===== src/rtl/tile_op_sequencer.sv =====
// ---------------------------------------------------------------------------
// tile_op_sequencer
//
// Expands one decoded 32-bit tile instruction into per-cycle control strobes
// for the systolic datapath. Set groups run in the fixed order
// LOAD -> SWAP -> SHIFT -> ACC; an instruction with no group set runs a
// single NOP cycle.
//
// Optional feature macro: TILE_SEQ_PERF_EN
//   defined   : perf_busy_cycles (saturating) and perf_instr_count (wrapping)
//               are live counters, cleared only by fsm_rst.
//   undefined : both perf ports are tied to 0.
//
// Ports
//   clk               clock
//   fsm_rst           synchronous active-high reset
//   instr_valid/ready instruction handshake (ready only while IDLE)
//   instr             instruction word
//   abort             synchronous cancel of the running instruction
//   busy, done        activity flag / one-cycle retire pulse
//   phase_out         0 IDLE, 1 LOAD, 2 SWAP, 3 SHIFT, 4 ACC, 5 NOP
//   dp_addr           scratchpad address (read in LOAD, write in ACC)
//   dp_rd_en/wr_en    scratchpad strobes
//   load_left_en/top  latch read data into left/top buffer row load_row
//   swap_left/top     double-buffer swap pulses
//   shift_right/down  array shift enables
//   acc_rd_en/acc_row accumulator row read
//   perf_*            performance counters
// ---------------------------------------------------------------------------
module tile_op_sequencer #(
  parameter int MATRIX_SIZE   = 8,
  parameter int DP_ADDR_WIDTH = 10,
  parameter int INSTR_WIDTH   = 32
) (
  input  logic                           clk,
  input  logic                           fsm_rst,
  input  logic                           instr_valid,
  output logic                           instr_ready,
  input  logic [INSTR_WIDTH-1:0]         instr,
  input  logic                           abort,
  output logic                           busy,
  output logic                           done,
  output logic [2:0]                     phase_out,
  output logic [DP_ADDR_WIDTH-1:0]       dp_addr,
  output logic                           dp_rd_en,
  output logic                           dp_wr_en,
  output logic                           load_left_en,
  output logic                           load_top_en,
  output logic [$clog2(MATRIX_SIZE)-1:0] load_row,
  output logic                           swap_left,
  output logic                           swap_top,
  output logic                           shift_right,
  output logic                           shift_down,
  output logic                           acc_rd_en,
  output logic [$clog2(MATRIX_SIZE)-1:0] acc_row,
  output logic [31:0]                    perf_busy_cycles,
  output logic [15:0]                    perf_instr_count
);

  localparam int ROW_W = $clog2(MATRIX_SIZE);
  // Counter must reach 2N-2 (last SHIFT cycle) and hold N.
  localparam int CNT_W = $clog2(2 * MATRIX_SIZE);
  localparam logic [CNT_W-1:0] N_K          = CNT_W'(MATRIX_SIZE);
  localparam logic [CNT_W-1:0] SHIFT_LAST_K = CNT_W'(2 * MATRIX_SIZE - 2);

  typedef enum logic [2:0] {
    PH_IDLE  = 3'd0,
    PH_LOAD  = 3'd1,
    PH_SWAP  = 3'd2,
    PH_SHIFT = 3'd3,
    PH_ACC   = 3'd4,
    PH_NOP   = 3'd5
  } phase_t;

  phase_t                   phase, nxt_phase;
  logic [CNT_W-1:0]         k, nxt_k;

  // Latched instruction fields and their next values.
  logic                     f_ll, f_lt, f_sl, f_st, f_sr, f_sd, f_acc;
  logic                     n_ll, n_lt, n_sl, n_st, n_sr, n_sd, n_acc;
  logic [DP_ADDR_WIDTH-1:0] base, n_base;

  // Only the group bits and the base address are decoded; NOP (bit 20) is
  // implied by the absence of any group.
  logic unused_instr_bits;
  assign unused_instr_bits = ^instr[24:DP_ADDR_WIDTH];

  function automatic phase_t first_group(input logic ld, input logic sw,
                                         input logic sh, input logic ac);
    if (ld)      return PH_LOAD;
    else if (sw) return PH_SWAP;
    else if (sh) return PH_SHIFT;
    else if (ac) return PH_ACC;
    else         return PH_NOP;
  endfunction

  function automatic phase_t next_group(input phase_t cur, input logic sw,
                                        input logic sh, input logic ac);
    case (cur)
      PH_LOAD:  return sw ? PH_SWAP : (sh ? PH_SHIFT : (ac ? PH_ACC : PH_IDLE));
      PH_SWAP:  return sh ? PH_SHIFT : (ac ? PH_ACC : PH_IDLE);
      PH_SHIFT: return ac ? PH_ACC : PH_IDLE;
      default:  return PH_IDLE;
    endcase
  endfunction

  function automatic logic [CNT_W-1:0] last_k(input phase_t cur);
    case (cur)
      PH_LOAD, PH_ACC: return N_K;
      PH_SHIFT:        return SHIFT_LAST_K;
      default:         return '0;
    endcase
  endfunction

  always_comb begin
    nxt_phase = phase;
    nxt_k     = '0;
    n_ll      = f_ll;
    n_lt      = f_lt;
    n_sl      = f_sl;
    n_st      = f_st;
    n_sr      = f_sr;
    n_sd      = f_sd;
    n_acc     = f_acc;
    n_base    = base;
    if (phase == PH_IDLE) begin
      // abort wins over a simultaneous offer.
      if (instr_valid && !abort) begin
        n_ll      = instr[31];
        n_lt      = instr[30];
        n_sl      = instr[29];
        n_st      = instr[28];
        n_sr      = instr[27];
        n_sd      = instr[26];
        n_acc     = instr[25];
        n_base    = instr[DP_ADDR_WIDTH-1:0];
        nxt_phase = first_group(n_ll | n_lt, n_sl | n_st, n_sr | n_sd, n_acc);
      end
    end else if (abort) begin
      nxt_phase = PH_IDLE;
    end else if (k == last_k(phase)) begin
      nxt_phase = next_group(phase, f_sl | f_st, f_sr | f_sd, f_acc);
    end else begin
      nxt_k = k + CNT_W'(1);
    end
  end

  // Field latch: data only, meaningful whenever phase is not IDLE.
  always_ff @(posedge clk) begin
    f_ll  <= n_ll;
    f_lt  <= n_lt;
    f_sl  <= n_sl;
    f_st  <= n_st;
    f_sr  <= n_sr;
    f_sd  <= n_sd;
    f_acc <= n_acc;
    base  <= n_base;
  end

  // State plus registered strobes, derived from the state being entered so
  // every strobe lines up with its phase cycle.
  always_ff @(posedge clk) begin
    if (fsm_rst) begin
      phase        <= PH_IDLE;
      k            <= '0;
      instr_ready  <= 1'b1;
      busy         <= 1'b0;
      done         <= 1'b0;
      dp_addr      <= '0;
      dp_rd_en     <= 1'b0;
      dp_wr_en     <= 1'b0;
      load_left_en <= 1'b0;
      load_top_en  <= 1'b0;
      load_row     <= '0;
      swap_left    <= 1'b0;
      swap_top     <= 1'b0;
      shift_right  <= 1'b0;
      shift_down   <= 1'b0;
      acc_rd_en    <= 1'b0;
      acc_row      <= '0;
    end else begin
      phase        <= nxt_phase;
      k            <= nxt_k;
      instr_ready  <= (nxt_phase == PH_IDLE);
      busy         <= (nxt_phase != PH_IDLE);
      done         <= (phase != PH_IDLE) && (nxt_phase == PH_IDLE) && !abort;
      dp_addr      <= '0;
      dp_rd_en     <= 1'b0;
      dp_wr_en     <= 1'b0;
      load_left_en <= 1'b0;
      load_top_en  <= 1'b0;
      load_row     <= '0;
      swap_left    <= 1'b0;
      swap_top     <= 1'b0;
      shift_right  <= 1'b0;
      shift_down   <= 1'b0;
      acc_rd_en    <= 1'b0;
      acc_row      <= '0;
      case (nxt_phase)
        PH_LOAD: begin
          if (nxt_k < N_K) begin
            dp_rd_en <= 1'b1;
            dp_addr  <= n_base + DP_ADDR_WIDTH'(nxt_k);
          end
          // Read data arrives one cycle after the address.
          if (nxt_k != '0) begin
            load_left_en <= n_ll;
            load_top_en  <= n_lt;
            load_row     <= ROW_W'(nxt_k - CNT_W'(1));
          end
        end
        PH_SWAP: begin
          swap_left <= n_sl;
          swap_top  <= n_st;
        end
        PH_SHIFT: begin
          shift_right <= n_sr;
          shift_down  <= n_sd;
        end
        PH_ACC: begin
          if (nxt_k < N_K) begin
            acc_rd_en <= 1'b1;
            acc_row   <= ROW_W'(nxt_k);
          end
          // Accumulator row is written back one cycle after it is read.
          if (nxt_k != '0) begin
            dp_wr_en <= 1'b1;
            dp_addr  <= n_base + DP_ADDR_WIDTH'(nxt_k - CNT_W'(1));
          end
        end
        default: ;
      endcase
    end
  end

  assign phase_out = phase;

`ifdef TILE_SEQ_PERF_EN
  logic [31:0] busy_cnt;
  logic [15:0] instr_cnt;

  always_ff @(posedge clk) begin
    if (fsm_rst) begin
      busy_cnt  <= '0;
      instr_cnt <= '0;
    end else begin
      if (busy && (busy_cnt != '1)) busy_cnt <= busy_cnt + 32'd1;
      if (done) instr_cnt <= instr_cnt + 16'd1;
    end
  end

  assign perf_busy_cycles = busy_cnt;
  assign perf_instr_count = instr_cnt;
`else
  assign perf_busy_cycles = '0;
  assign perf_instr_count = '0;
`endif

endmodule


===== config.mk =====
export PLATFORM = sky130hd
export DESIGN_NAME = tile_op_sequencer
export DESIGN_NICKNAME = d
export VERILOG_FILES = /design/src/rtl/tile_op_sequencer.sv
export SDC_FILE = /design/constraint.sdc
export NUM_CORES = 1
export LEC_CHECK = 0
export ABC_AREA = 1
export ABC_CLOCK_PERIOD_IN_PS = 5400
export CORE_MARGIN = 4
export CORE_UTILIZATION = 50
export CTS_CLUSTER_SIZE = 25
export DETAILED_ROUTE_END_ITERATION = 12
export GPL_ROUTABILITY_DRIVEN = 0
export HOLD_SLACK_MARGIN = 0.12
export PLACE_DENSITY = 0.86
export SYNTH_ARGS = -nofsm -noshare
export SYNTH_HDL_FRONTEND = slang
export SYNTH_SLANG_ARGS = --single-unit

===== constraint.sdc =====
create_clock -name clk -period 5.4 [get_ports clk]
set_clock_uncertainty 0.15 [all_clocks]
set_input_delay 0.81 -clock clk [delete_from_list [all_inputs] [get_ports clk]]
set_output_delay 0.81 -clock clk [all_outputs]
set_load 0.02 [all_outputs]

# Word-level counts from Yosys, hierarchy flattened

Index checks and enable logic that the tools add are counted.

Memory bits (writable): 0
Input bits: 36
Output and inout bits: 79
Flip-flop bits (word level): 52
Bits in read-only memories: 0
Memories: 0
Bits in latches: 0
Logic and storage cells: 105

Shift operators: 0
Order comparisons: 1
Muxes and demuxes: 37
Bitwise logic cells: 11
Equality and inequality tests: 9
$mul: 0
$add $sub $neg: 5
Reduce and logical (&&, ||, !) cells: 17
Divide/modulo/power cells: 0

Operators by type and width:

| operator                                           | count |
|---|---|
| two-way mux 10 bit                                 | 4 |
| two-way mux 3 bit                                  | 10 |
| two-way mux 4 bit                                  | 5 |
| one-hot mux 10 bit (2 select lines)                | 1 |
| two-way mux 1 bit                                  | 15 |
| == test 3 x 2 -> 1 bit (second input constant)     | 4 |
| adder 10 bit                                       | 1 |
| adder 10 x 4 -> 10 bit                             | 1 |
| OR reduction 2 bit                                 | 5 |
| one-hot mux 3 bit (3 select lines)                 | 1 |
| one-hot mux 4 bit (2 select lines)                 | 1 |
| == test 3 x 1 -> 1 bit (second input constant)     | 2 |
| == test 3 bit (second input constant)              | 2 |
| zero test 3 bit                                    | 2 |
| inverter 1 bit                                     | 6 |
| nonzero test 3 bit                                 | 2 |
| OR reduction 3 bit                                 | 2 |
| OR 1 bit                                           | 5 |
| subtractor 4 x 1 -> 5 bit (second input constant)  | 1 |
| adder 4 x 1 -> 4 bit (second input constant)       | 1 |
| == test 4 bit                                      | 1 |
| less-than comparator 4 bit (second input constant) | 1 |
| nonzero test 4 bit                                 | 1 |
| logical AND 1 bit                                  | 3 |
| other kinds (3)                                    | 3 |

# Longest topological paths before layout

Gate-level depths: netlist of the first run.

Word-level depth: 13
Mapped depth: 25
Mapped depth without buffers: 24

# Worst setup path after synthesis of the first run

No wires, ideal clock.

Kind: input -> register
Start point: input abort
End point: register dp_addr[7]
Setup slack: 2.054 ns
Arrival: 3.081 ns
Buffers on the path: 0
Stages: 21
Required time: 5.135 ns
Library setup time: 0.115 ns
Cell sequence: inv_1 > nand2_4 > inv_2 > nand2_1 > nor2_1 > inv_1 > ha_1 > xor2_1 > inv_1 > ha_1 > nand2_1 > nand2_1 > nand2_1 > nand2_1 > a21oi_1 > nor2_1 > nor2_1 > xor2_1 > inv_1 > nand2_1 > nand2_1

Elaborated cells between the ends (all ways): 19
Those cells by class: 3 x add/sub; 1 x order compare; 2 x eq/ne; 10 x mux; 3 x reduce/logical

RTL lines:

| element                                 | RTL line | source |
|---|---|---|
| from (decl)                             | 40       | `input logic abort,` |
| two-way mux 4 bit (*)                   | 139      | `end else if (abort) begin` |
| two-way mux 4 bit (*)                   | 126      | `if (phase == PH_IDLE) begin` |
| named net nxt_k[0]                      | 76       | `logic [CNT_W-1:0] k, nxt_k;` |
| subtractor 4 x 1 -> 5 bit               | 228      | `dp_addr <= n_base + DP_ADDR_WIDTH'(nxt_k - CNT_W'(1));` |
| adder 10 bit                            | 228      |  |
| two-way mux 10 bit                      | 226      | `if (nxt_k != '0) begin` |
| one-hot mux 10 bit (2 select lines) (*) | 199      | `case (nxt_phase)` |
| to (signal assigned)                    | 203      | `dp_addr <= n_base + DP_ADDR_WIDTH'(nxt_k);` |
| to (signal assigned)                    | 228      |  |
| to (decl)                               | 44       | `output logic [DP_ADDR_WIDTH-1:0] dp_addr,` |

Mark *: on every way through the listed nets, which the timed path passes. The rest lies on a longest branch.
A chain may end at the register's enable or synchronous reset.

# Final worst setup path of the first run

Start point: input abort
End point: register dp_addr[8]

The elaborated chain is that of the path after synthesis.

==> flow_summary_export.csv, run 1 <==
group,metric,value,unit
routing,vias,2893,
finish,final_nets,554,
pwr,vdd.ir_drop.worst,0.131,mV
logic_synthesis,ys_seq_area_share,31.4,%
worst_setup_path,worst_path_dominant_cell_family,"buffers and inverters",
worst_setup_path,slowest_stage,"clkdlybuf4s50_1",
routing,routedWlPerCell,13.0,um
timing,hold_viol,0,
routing,via_per_inst,5.01,
place,io_buffers,51,
finish,drive_above_1_share,12.4,%
worst_setup_path,crit_arrival,4.17,ns
timing,setup_viol,0,
worst_setup_path,crit_path_start_kind,"input port",
cts,post_cts_buffers,0,
finish,synthToLayoutAreaGrowth,15.5,%
timing,timing.fmax,244,MHz
cts,clock_sinks,52,
min_path,min_path_type,"flop to flop",
global_route,grt_pass1_vias,2708,
timing,setup_ws,1.29,ns
worst_setup_path,rrSetupSlack,1.35,ns
cts,hold_buffers,0,
finish,final_cells,578,
logic_synthesis,synth_cells,447,
routing,routed_wl,7500,um
timing,rsz0062_at_grt,"false",
cts,postCtsResizedCells,0,
worst_setup_path,cp_cell_sequence,"clkdlybuf4s50_1, inv_1, nand2_4, inv_2, nand2_1, nor2_1, inv_1, ha_1, xor2_1, inv_1, ha_1, nand2_1, o21ai_0, nand4_1, o211ai_1, xnor2_1, o21ai_1",
logic_synthesis,synth_flop_cell,"dfxtp_1",
place,dp_hpwl,5900,um
logic_synthesis,syn_area,3350,um2
floorplan,die_w,89.8,um
routing,ant_nets,0,
cts,cts_tree,"yes",
logic_synthesis,synthTopCellsByCount,"nand2_1, dfxtp_1, inv_1",
timing,period_share,76.0,%
place,place_inst,570,
cts,max-clock-path-buffers,2,
pwr,powerDensity,250,nW/um2
timing,tns,0,ns
cts,clk_pin_slew,0.11,ns
worst_setup_path,worst_path_most_repeated_cell,"inv_1",
status,status,"complete, no violations",
floorplan,die_h,89.8,um
logic_synthesis,synth-async-reset-ratio,0,%
job,drv_cap,0,
floorplan,core_area,6420,um2
timing,min_period,4.11,ns
timing,worst_slew_pin_slew,0.498,ns
worst_setup_path,crit_path_max_incr_delay,0.39,ns
cts,cts_buffers,5,
logic_synthesis,syn_area_per_cell,7.49,um2
global_route,grt_usage,17.9,%
timing,slew_headroom,66.7,%
timing,maxSlewViolCount,0,
cts,htree_levels,2,
pwr,cellLeakagePower,0.00193,uW
floorplan,dieArea,8070,um2
logic_synthesis,yosys_register_bits,52,
worst_setup_path,worstPathRequired,5.46,ns
logic_synthesis,synth_area_leaders,"dfxtp_1, buf_4, nand2_1, ha_1, inv_1",
worst_setup_path,worstSetupEndpointType,"flop",
global_route,overflow,0,
routing,drt_first_pass_iters,4,
floorplan,start_util,52.2,%
floorplan,fp-row-count,29,
cts,ctsRootBufferMaster,"clkbuf_8",
logic_synthesis,synth_cell_type_count,34,
logic_synthesis,yosys.area.top_type_share,30.5,%
global_route,grt_pass1_wl,12100,um
logic_synthesis,yosys_warnings,0,
finish,fillers,548,
global_route,antenna_found_initial,0,
logic_synthesis,synth.most_common_cell,"nand2_1",
cts,insertion_delay,0.32,ns
logic_synthesis,yosys.area.top_type,"dfxtp_1",
routing,drt-initial-drc-count,228,
place,place_ws,1.01,ns
worst_setup_path,worstPathMaxFanout,6,
global_route,grt_max_degree,19,
logic_synthesis,synth_edf_count,1,
worst_setup_path,path_class,"input port to flop",
worst_setup_path,critPathBufInv,5,
routing,drc_errors,0,
finish,n_antenna_cell,0,
floorplan,ioPinCount,115,
==> metal layers <==
metal	routed length (um)	vias to the layer above	global-route usage, %
li1	-	1432	-
met1	3030	1325	20.3
met2	3680	114	32.3
met3	575	22	3.51
met4	220	0	8.43
met5	0	-	0
==> cell usage in the layout (no fill, tap or decap), drive strengths merged, types with 4 or more instances in the layout <==
| cell type | n |
|---|---|
| inv | 57 |
| nor2 | 49 |
| nand4 | 4 |
| a21oi | 20 |
| nor3 | 6 |
| clkbuf | 6 |
| conb | 48 |
| nand2 | 98 |
| ha | 16 |
| dfxtp | 51 |
| nand3 | 44 |
| xor2 | 10 |
| o21ai | 16 |
| clkdlybuf4s50 | 51 |
| or2 | 9 |
==> power breakdown <==
group | total [uW] | switching (uW) | internal, uW
Combinational | 261 | 169 | 91.5
Sequential | 417 | 8.50 | 409
Clock | 290 | 138 | 152
==> state kept, by name, indices dropped and copies added, names as in the netlist, 3 cells and up <==
register   cells
k              4
dp_addr       10
phase_out      3
acc_row        3
load_row       3
base          10
==> cells by family (layout without fill, tap and decap cells) <==
kind of cell / after synthesis / in the layout / share of synthesized area [%]
compound gates: 41 / 41 / 6.54
simple gates: 213 / 213 / 33.6
flops: 52 / 52 / 31.4
buf+inv: 110 / 117 / 18.0
xor+xnor: 12 / 12 / 3.14
other cells: 1 / 48 / 0.112
fa+ha+maj: 18 / 18 / 7.17
==> path summary, 6_finish.rpt <==
path	start	to	cells past startpoint
worst max register to register	phase_out[0]	dp_addr[8]	19
worst min register to register	base[7]	base[7]	2
worst max-delay path	abort	dp_addr[8]	17
worst min-delay path	base[7]	base[7]	2
==> per-stage QoR <==
step	instance area [um2]	total power [uW]	util [%]	hold slack [ns]
after floorplan	3530	645	-	0.291
after global placement	3750	672	58.3	0.323
after detailed placement	3750	682	58.3	0.320
after CTS	3870	966	60.2	0.345
after global routing	3870	1020	60.2	0.391
final	3870	968	60.2	0.345
==> area by class of cell <==
class	instances	area, um2	area share [%]
Clock inverter	2	38.8	1.00
Inverter	58	218	5.63
Tap cell	77	96.3	2.49
Clock buffer	6	82.6	2.14
Sequential cell	52	1050	27.2
Timing Repair Buffer	51	510	13.2
Multi-Input combinational cell	332	1870	48.4
==> worst reg2reg max path: stages (launching register included) <==
cell and delay (ns):
dfxtp_1 0.57, inv_1 0.13, nand2_1 0.09, nand3_1 0.09
nand2_2 0.13, inv_1 0.05, nand2_1 0.10, nand2_1 0.08
nor2_1 0.27, inv_1 0.23, ha_1 0.29, xor2_1 0.28
inv_1 0.08, ha_1 0.37, nand2_1 0.07, o21ai_0 0.36
nand4_1 0.15, o211ai_1 0.15, xnor2_1 0.19, o21ai_1 0.11
No activity file was read; power rests on OpenSTA's default activity.
==> run 2: changes to the inputs <==
ABC_CLOCK_PERIOD_IN_PS = 3800   (was 5400)
CORE_UTILIZATION = 46   (was 50)
PLACE_DENSITY = 0.8   (was 0.86)
clock period = 3.8 ns   (was 5.4 ns; I/O delays follow)
==> run 2 against run 1 <==
Effect of this change: first-iteration DRC count up 1.3%; largest cell class unchanged; wire length is 1.2% lower; die area rose by 7.9%; worst setup slack got worse by 0.93 ns; worst hold slack better by 0.0069 ns; highest routed layer unchanged; combinational power increased by 49%; flip-flop and latch count is the same; count of clock-buffer cells in the layout shrank 1; cell area increased by 3.9%.
==> flow_summary_export.csv, run 2 (synthesis gave the netlist of run 1 again) <==
group,metric,value,unit
worst_setup_path,worst-path-stages,23,
worst_setup_path,cp-endpoint,"dp_addr[9]",
routing,routed_wl,7410,um
global_route,grt_usage,17.4,%
floorplan,ioPinCount,115,
worst_setup_path,crit_arrival,3.50,ns
routing,drc_errors,0,
timing,setup_viol,0,
status,status,"complete, no violations",
cts,postCtsResizedCells,0,
timing,timing.fmax,291,MHz
routing,via_per_inst,4.69,
min_path,holdPathStages,2,
worst_setup_path,path_class,"flop to flop",
timing,hold_viol,0,
place,io_buffers,51,
cts,htree_levels,2,
cts,ctsRootBufferMaster,"clkbuf_8",
floorplan,start_util,48.2,%
pwr,cellLeakagePower,0.00200,uW
floorplan,die_h,93.3,um
job,drv_cap,0,
finish,layout_common_cells,"nand2_1, inv_1, clkdlybuf4s50_1, conb_1, dfxtp_1",
routing,drt_first_pass_iters,4,
routing,drt-initial-drc-count,231,
worst_setup_path,cp_cell_sequence,"inv_2, nor2_2, nand3_2, nand3_4, inv_1, nand2_1, nand2_1, nor2_2, inv_1, ha_1, xor2_1, inv_1, ha_1, nand2_1, nand2_1, nand2_1, nand2_1, nand2_1, o211ai_1, a31oi_1, nand3_1, nand3_1, nand2_1",
finish,drive_above_1_share,16.3,%
global_route,overflow,0,
floorplan,die_w,93.3,um
timing,rsz0062_at_grt,"false",
finish,multi_input_area,1870,um2
worst_setup_path,rrSetupSlack,0.36,ns
cts,hold_buffers,0,
worst_setup_path,crit_path_max_incr_delay,0.43,ns
worst_setup_path,worst_path_most_repeated_cell,"nand2_1",
finish,layout_commonest_cell,"nand2_1",
global_route,grt_pass1_wl,12400,um
routing,vias,2891,
cts,cts_tree,"yes",
cts,cts_buffers,5,
finish,n_antenna_cell,0,
routing,routedWlPerCell,12.0,um
cts,clock_sinks,52,
finish,synthToLayoutAreaGrowth,19.9,%
timing,period_share,90.5,%
global_route,grt_pass1_vias,2729,
timing,tns,0,ns
worst_setup_path,crit_path_start_kind,"flop",
worst_setup_path,worstPathMaxFanout,7,
routing,ant_nets,0,
timing,min_period,3.44,ns
global_route,grt_max_degree,19,
finish,final_nets,573,
min_path,min_path_type,"flop to flop",
worst_setup_path,worstSetupEndpointType,"flop",
finish,fillers,617,
worst_setup_path,critPathBufInv,4,
worst_setup_path,slowest_stage,"dfxtp_2",
timing,worst_slew_pin_slew,0.524,ns
worst_setup_path,reg2reg_depth,23,
pwr,vdd.ir_drop.worst,0.171,mV
place,dp_hpwl,6060,um
floorplan,core_area,6940,um2
worst_setup_path,regToRegEndpoint,"dp_addr[9]",
worst_setup_path,timing.rr.start,"phase_out[1]",
timing,slew_headroom,64.9,%
global_route,antenna_found_initial,0,
cts,post_cts_buffers,0,
finish,layout.area.seq,1060,um2
floorplan,dieArea,8710,um2
worst_setup_path,worst_path_dominant_cell_family,"simple AND/OR/NAND/NOR gates",
pwr,powerDensity,329,nW/um2
worst_setup_path,worstPathRequired,3.86,ns
worst_setup_path,startpoint,"phase_out[1]",
floorplan,fp-row-count,30,
finish,postLayoutCoreUtil,57.9,%
timing,maxSlewViolCount,0,
cts,insertion_delay,0.31,ns
finish,top_regs,"base (10), dp_addr (10), k (4)",
cts,clk_pin_slew,0.10,ns
cts,max-clock-path-buffers,2,
run 2: cell count changes in the layout (fill, tap and decap cells not counted), sizes merged:
| cell | delta |
|---|---|
| clkbuf | -1 |
| clkinvlp | +1 |
| bufinv | -1 |
| inv | +1 |
| buf | +19 |
run 2: how the worst min path moves through the flow:
| stage | startpoint | to |
|---|---|---|
| after floorplan | base[7] | base[7] |
| after global placement | base[0] | base[0] |
| after detailed placement | base[0] | base[0] |
| after CTS | base[0] | base[0] |
| after global routing | base[0] | base[0] |
| final | base[0] | base[0] |
run 2: per-stage QoR:
step / area [um2] / power, uW / std cells / hold WS (ns) / setup slack [ns]
after global placement: 3910 / 979 / 608 / 0.328 / 0.138
after global routing: 4020 / 1400 / 616 / 0.378 / 0.00628
final: 4020 / 1320 / 616 / 0.352 / 0.363
after CTS: 4010 / 1320 / 616 / 0.360 / 0.190
after floorplan: 3530 / 916 / 494 / 0.291 / 0.517
after detailed placement: 3910 / 992 / 608 / 0.336 / 0.108
run 2: power breakdown:
| group | switching (uW) | internal [uW] |
|---|---|---|
| Sequential | 11.8 | 581 |
| Combinational | 241 | 149 |
| Clock | 204 | 136 |
run 2: final cells by class:
class	instances	area share, %
clock buffers	5	1.71
clock inverters	3	0.685
well taps	96	2.99
inverters	58	5.42
repair buffers	70	16.3
flip-flops and latches	52	26.3
multi-input cells	332	46.6
run 2: routing by layer:
metal / global-route usage (%) / vias up / share of wire (%)
met1: 21.8 / 1304 / 41
met3: 2.65 / 9 / 8.1
met5: 0 / - / 0
met4: 5.74 / 0 / 1.2
li1: - / 1461 / -
met2: 30.4 / 117 / 50
run 2: tightest hold or removal path: cells and delay by family, from the launching register on:
kind	cells	cell delay [ns]
and+or+nand+nor	2	0.15
DFF	1	0.32
==> run 3: changes to the inputs <==
CAP_MARGIN = 20   (was default)
CORE_ASPECT_RATIO = 1.4   (was default)
==> run 3 against run 2 <==
Effect of this change: register-to-register slack better by 0.03 ns; sequential share of layout area rose by 0.12 points; count of clock-buffer cells in the layout stayed put; worst hold slack improved by 0.0083 ns; critical endpoint is now dp_addr[6]; critical path type unchanged; die area grew 0.23%.
==> flow_summary_export.csv, run 3 (synthesis gave the netlist of run 1 again) <==
group,metric,value,unit
floorplan,core_area,7030,um2
worst_setup_path,worstPathRequired,3.85,ns
worst_setup_path,worstSetupEndpointType,"flop",
routing,drt-initial-drc-count,135,
floorplan,dieArea,8730,um2
floorplan,fp-row-count,36,
pwr,powerDensity,325,nW/um2
global_route,grt_max_degree,17,
worst_setup_path,path_class,"flop to flop",
global_route,overflow,0,
finish,top_regs,"base (10), dp_addr (10), k (4)",
timing,setup_viol,0,
floorplan,die_h,109,um
timing,period_share,89.8,%
timing,tns,0,ns
place,dp_hpwl,6540,um
finish,n_antenna_cell,0,
routing,vias,2898,
min_path,hp-start,"base[5]",
timing,worst_slew_pin_slew,0.516,ns
worst_setup_path,worst_path_dominant_cell_family,"simple AND/OR/NAND/NOR gates",
cts,insertion_delay,0.31,ns
worst_setup_path,timing.rr.start,"phase_out[1]",
finish,layout_common_cells,"nand2_1, inv_1, clkdlybuf4s50_1, conb_1, dfxtp_1",
timing,timing.fmax,293,MHz
job,drv_cap,0,
cts,max-clock-path-buffers,2,
status,status,"complete, no violations",
worst_setup_path,critPathBufInv,6,
floorplan,start_util,47.7,%
floorplan,ioPinCount,115,
timing,slew_headroom,65.5,%
worst_setup_path,crit_path_max_incr_delay,0.43,ns
pwr,cellLeakagePower,0.00200,uW
min_path,min_path_type,"flop to flop",
timing,min_period,3.41,ns
cts,cts_tree,"yes",
worst_setup_path,worst_path_most_repeated_cell,"nand2_1",
routing,routed_wl,7810,um
worst_setup_path,crit_path_start_kind,"flop",
global_route,grt_usage,18.5,%
routing,via_per_inst,4.73,
finish,synthToLayoutAreaGrowth,19.4,%
finish,fillers,660,
global_route,grt_pass1_wl,12700,um
cts,ctsRootBufferMaster,"clkbuf_8",
worst_setup_path,worst-path-stages,22,
routing,drt_first_pass_iters,4,
worst_setup_path,reg2reg_depth,22,
timing,maxSlewViolCount,0,
floorplan,die_w,80.1,um
pwr,total_power,1300,uW
finish,drive_above_1_share,16.2,%
routing,drc_errors,0,
cts,cts_buffers,5,
worst_setup_path,worstPathMaxFanout,7,
worst_setup_path,slowest_stage,"dfxtp_2",
worst_setup_path,startpoint,"phase_out[1]",
worst_setup_path,cp_cell_sequence,"inv_2, nor2_2, nand3_2, nand3_4, inv_1, nand2_1, nand2_1, nor2_2, inv_1, buf_4, buf_4, nand3_1, xor2_1, ha_1, a21oi_1, o21ai_0, buf_4, nand2_1, nand2_1, a21oi_1, xor2_1, o21ai_1",
routing,ant_nets,0,
min_path,holdPathStages,2,
cts,clk_pin_slew,0.10,ns
cts,clock_sinks,52,
cts,htree_levels,2,
worst_setup_path,crit_arrival,3.46,ns
place,io_buffers,51,
routing,routedWlPerCell,12.7,um
global_route,antenna_found_initial,0,
finish,final_nets,571,
timing,hold_viol,0,
finish,layout_commonest_cell,"nand2_1",
global_route,grt_pass1_vias,2869,
timing,rsz0062_at_grt,"false",
pwr,vdd.ir_drop.worst,0.150,mV
run 3: changes by cell type in the layout (fill, tap and decap cells not counted):
| cell | change |
|---|---|
| clkinv_2 | +2 |
| clkinvlp_4 | -1 |
| inv_8 | -1 |
| xor2_2 | +1 |
| xor2_1 | -1 |
| buf_4 | -2 |
run 3: metrics by stage:
step / instance area [um2] / setup slack (ns) / hold WS, ns / std cells / utilization [%]
after floorplan: 3530 / 0.517 / 0.291 / 494 / -
after global placement: 3900 / 0.109 / 0.346 / 605 / 55.4
after detailed placement: 3900 / 0.0499 / 0.341 / 605 / 55.4
after CTS: 3980 / 0.119 / 0.364 / 613 / 56.7
after global routing: 4000 / 0.0633 / 0.396 / 613 / 56.9
final: 4000 / 0.389 / 0.360 / 613 / 56.9
run 3: worst paths after layout:
check | to | slack [ns]
setup / recovery | dp_addr[6] | 0.39
hold / removal | base[5] | 0.36
setup reg to reg | dp_addr[6] | 0.39
hold reg to reg | base[5] | 0.36
run 3: power breakdown:
group,leakage (uW),switching [uW],total (uW),internal (uW)
clock,0.0000479,186,315,129
sequential,0.000429,12.6,593,581
combinational,0.00152,243,390,147
total,0.00200,442,1300,856
run 3: cell type report:
cell class,instances,area (um2),share of cell area [%]
multi-input combinational,332,1880,47.0
sequential,52,1060,26.4
clock buffer,5,68.8,1.72
inverter,58,218,5.44
clock inverter,3,18.8,0.469
timing repair buffer,68,638,16.0
tap,95,119,2.97
run 3: timing repair:
action,CTS,global route
gates resized for setup,0,6
setup buffers,0,0
hold buffers,0,0
endpoints found under the setup margin,0,7
run 3: routing by layer:
layer  vias up  part of all wire [%]  global-route usage (%)
li1       1454                     -                       -
met4         0                   4.5                    10.5
met3        27                   5.9                    2.73
met5         -                     0                       0
met1      1309                    35                    17.6
met2       108                    55                    36.6
run 3: tightest hold or removal path, delay by kind of cell, from the launching register on:
family	cells	cell delay, ns
AND/OR/NAND/NOR	2	0.14
flip-flops	1	0.30
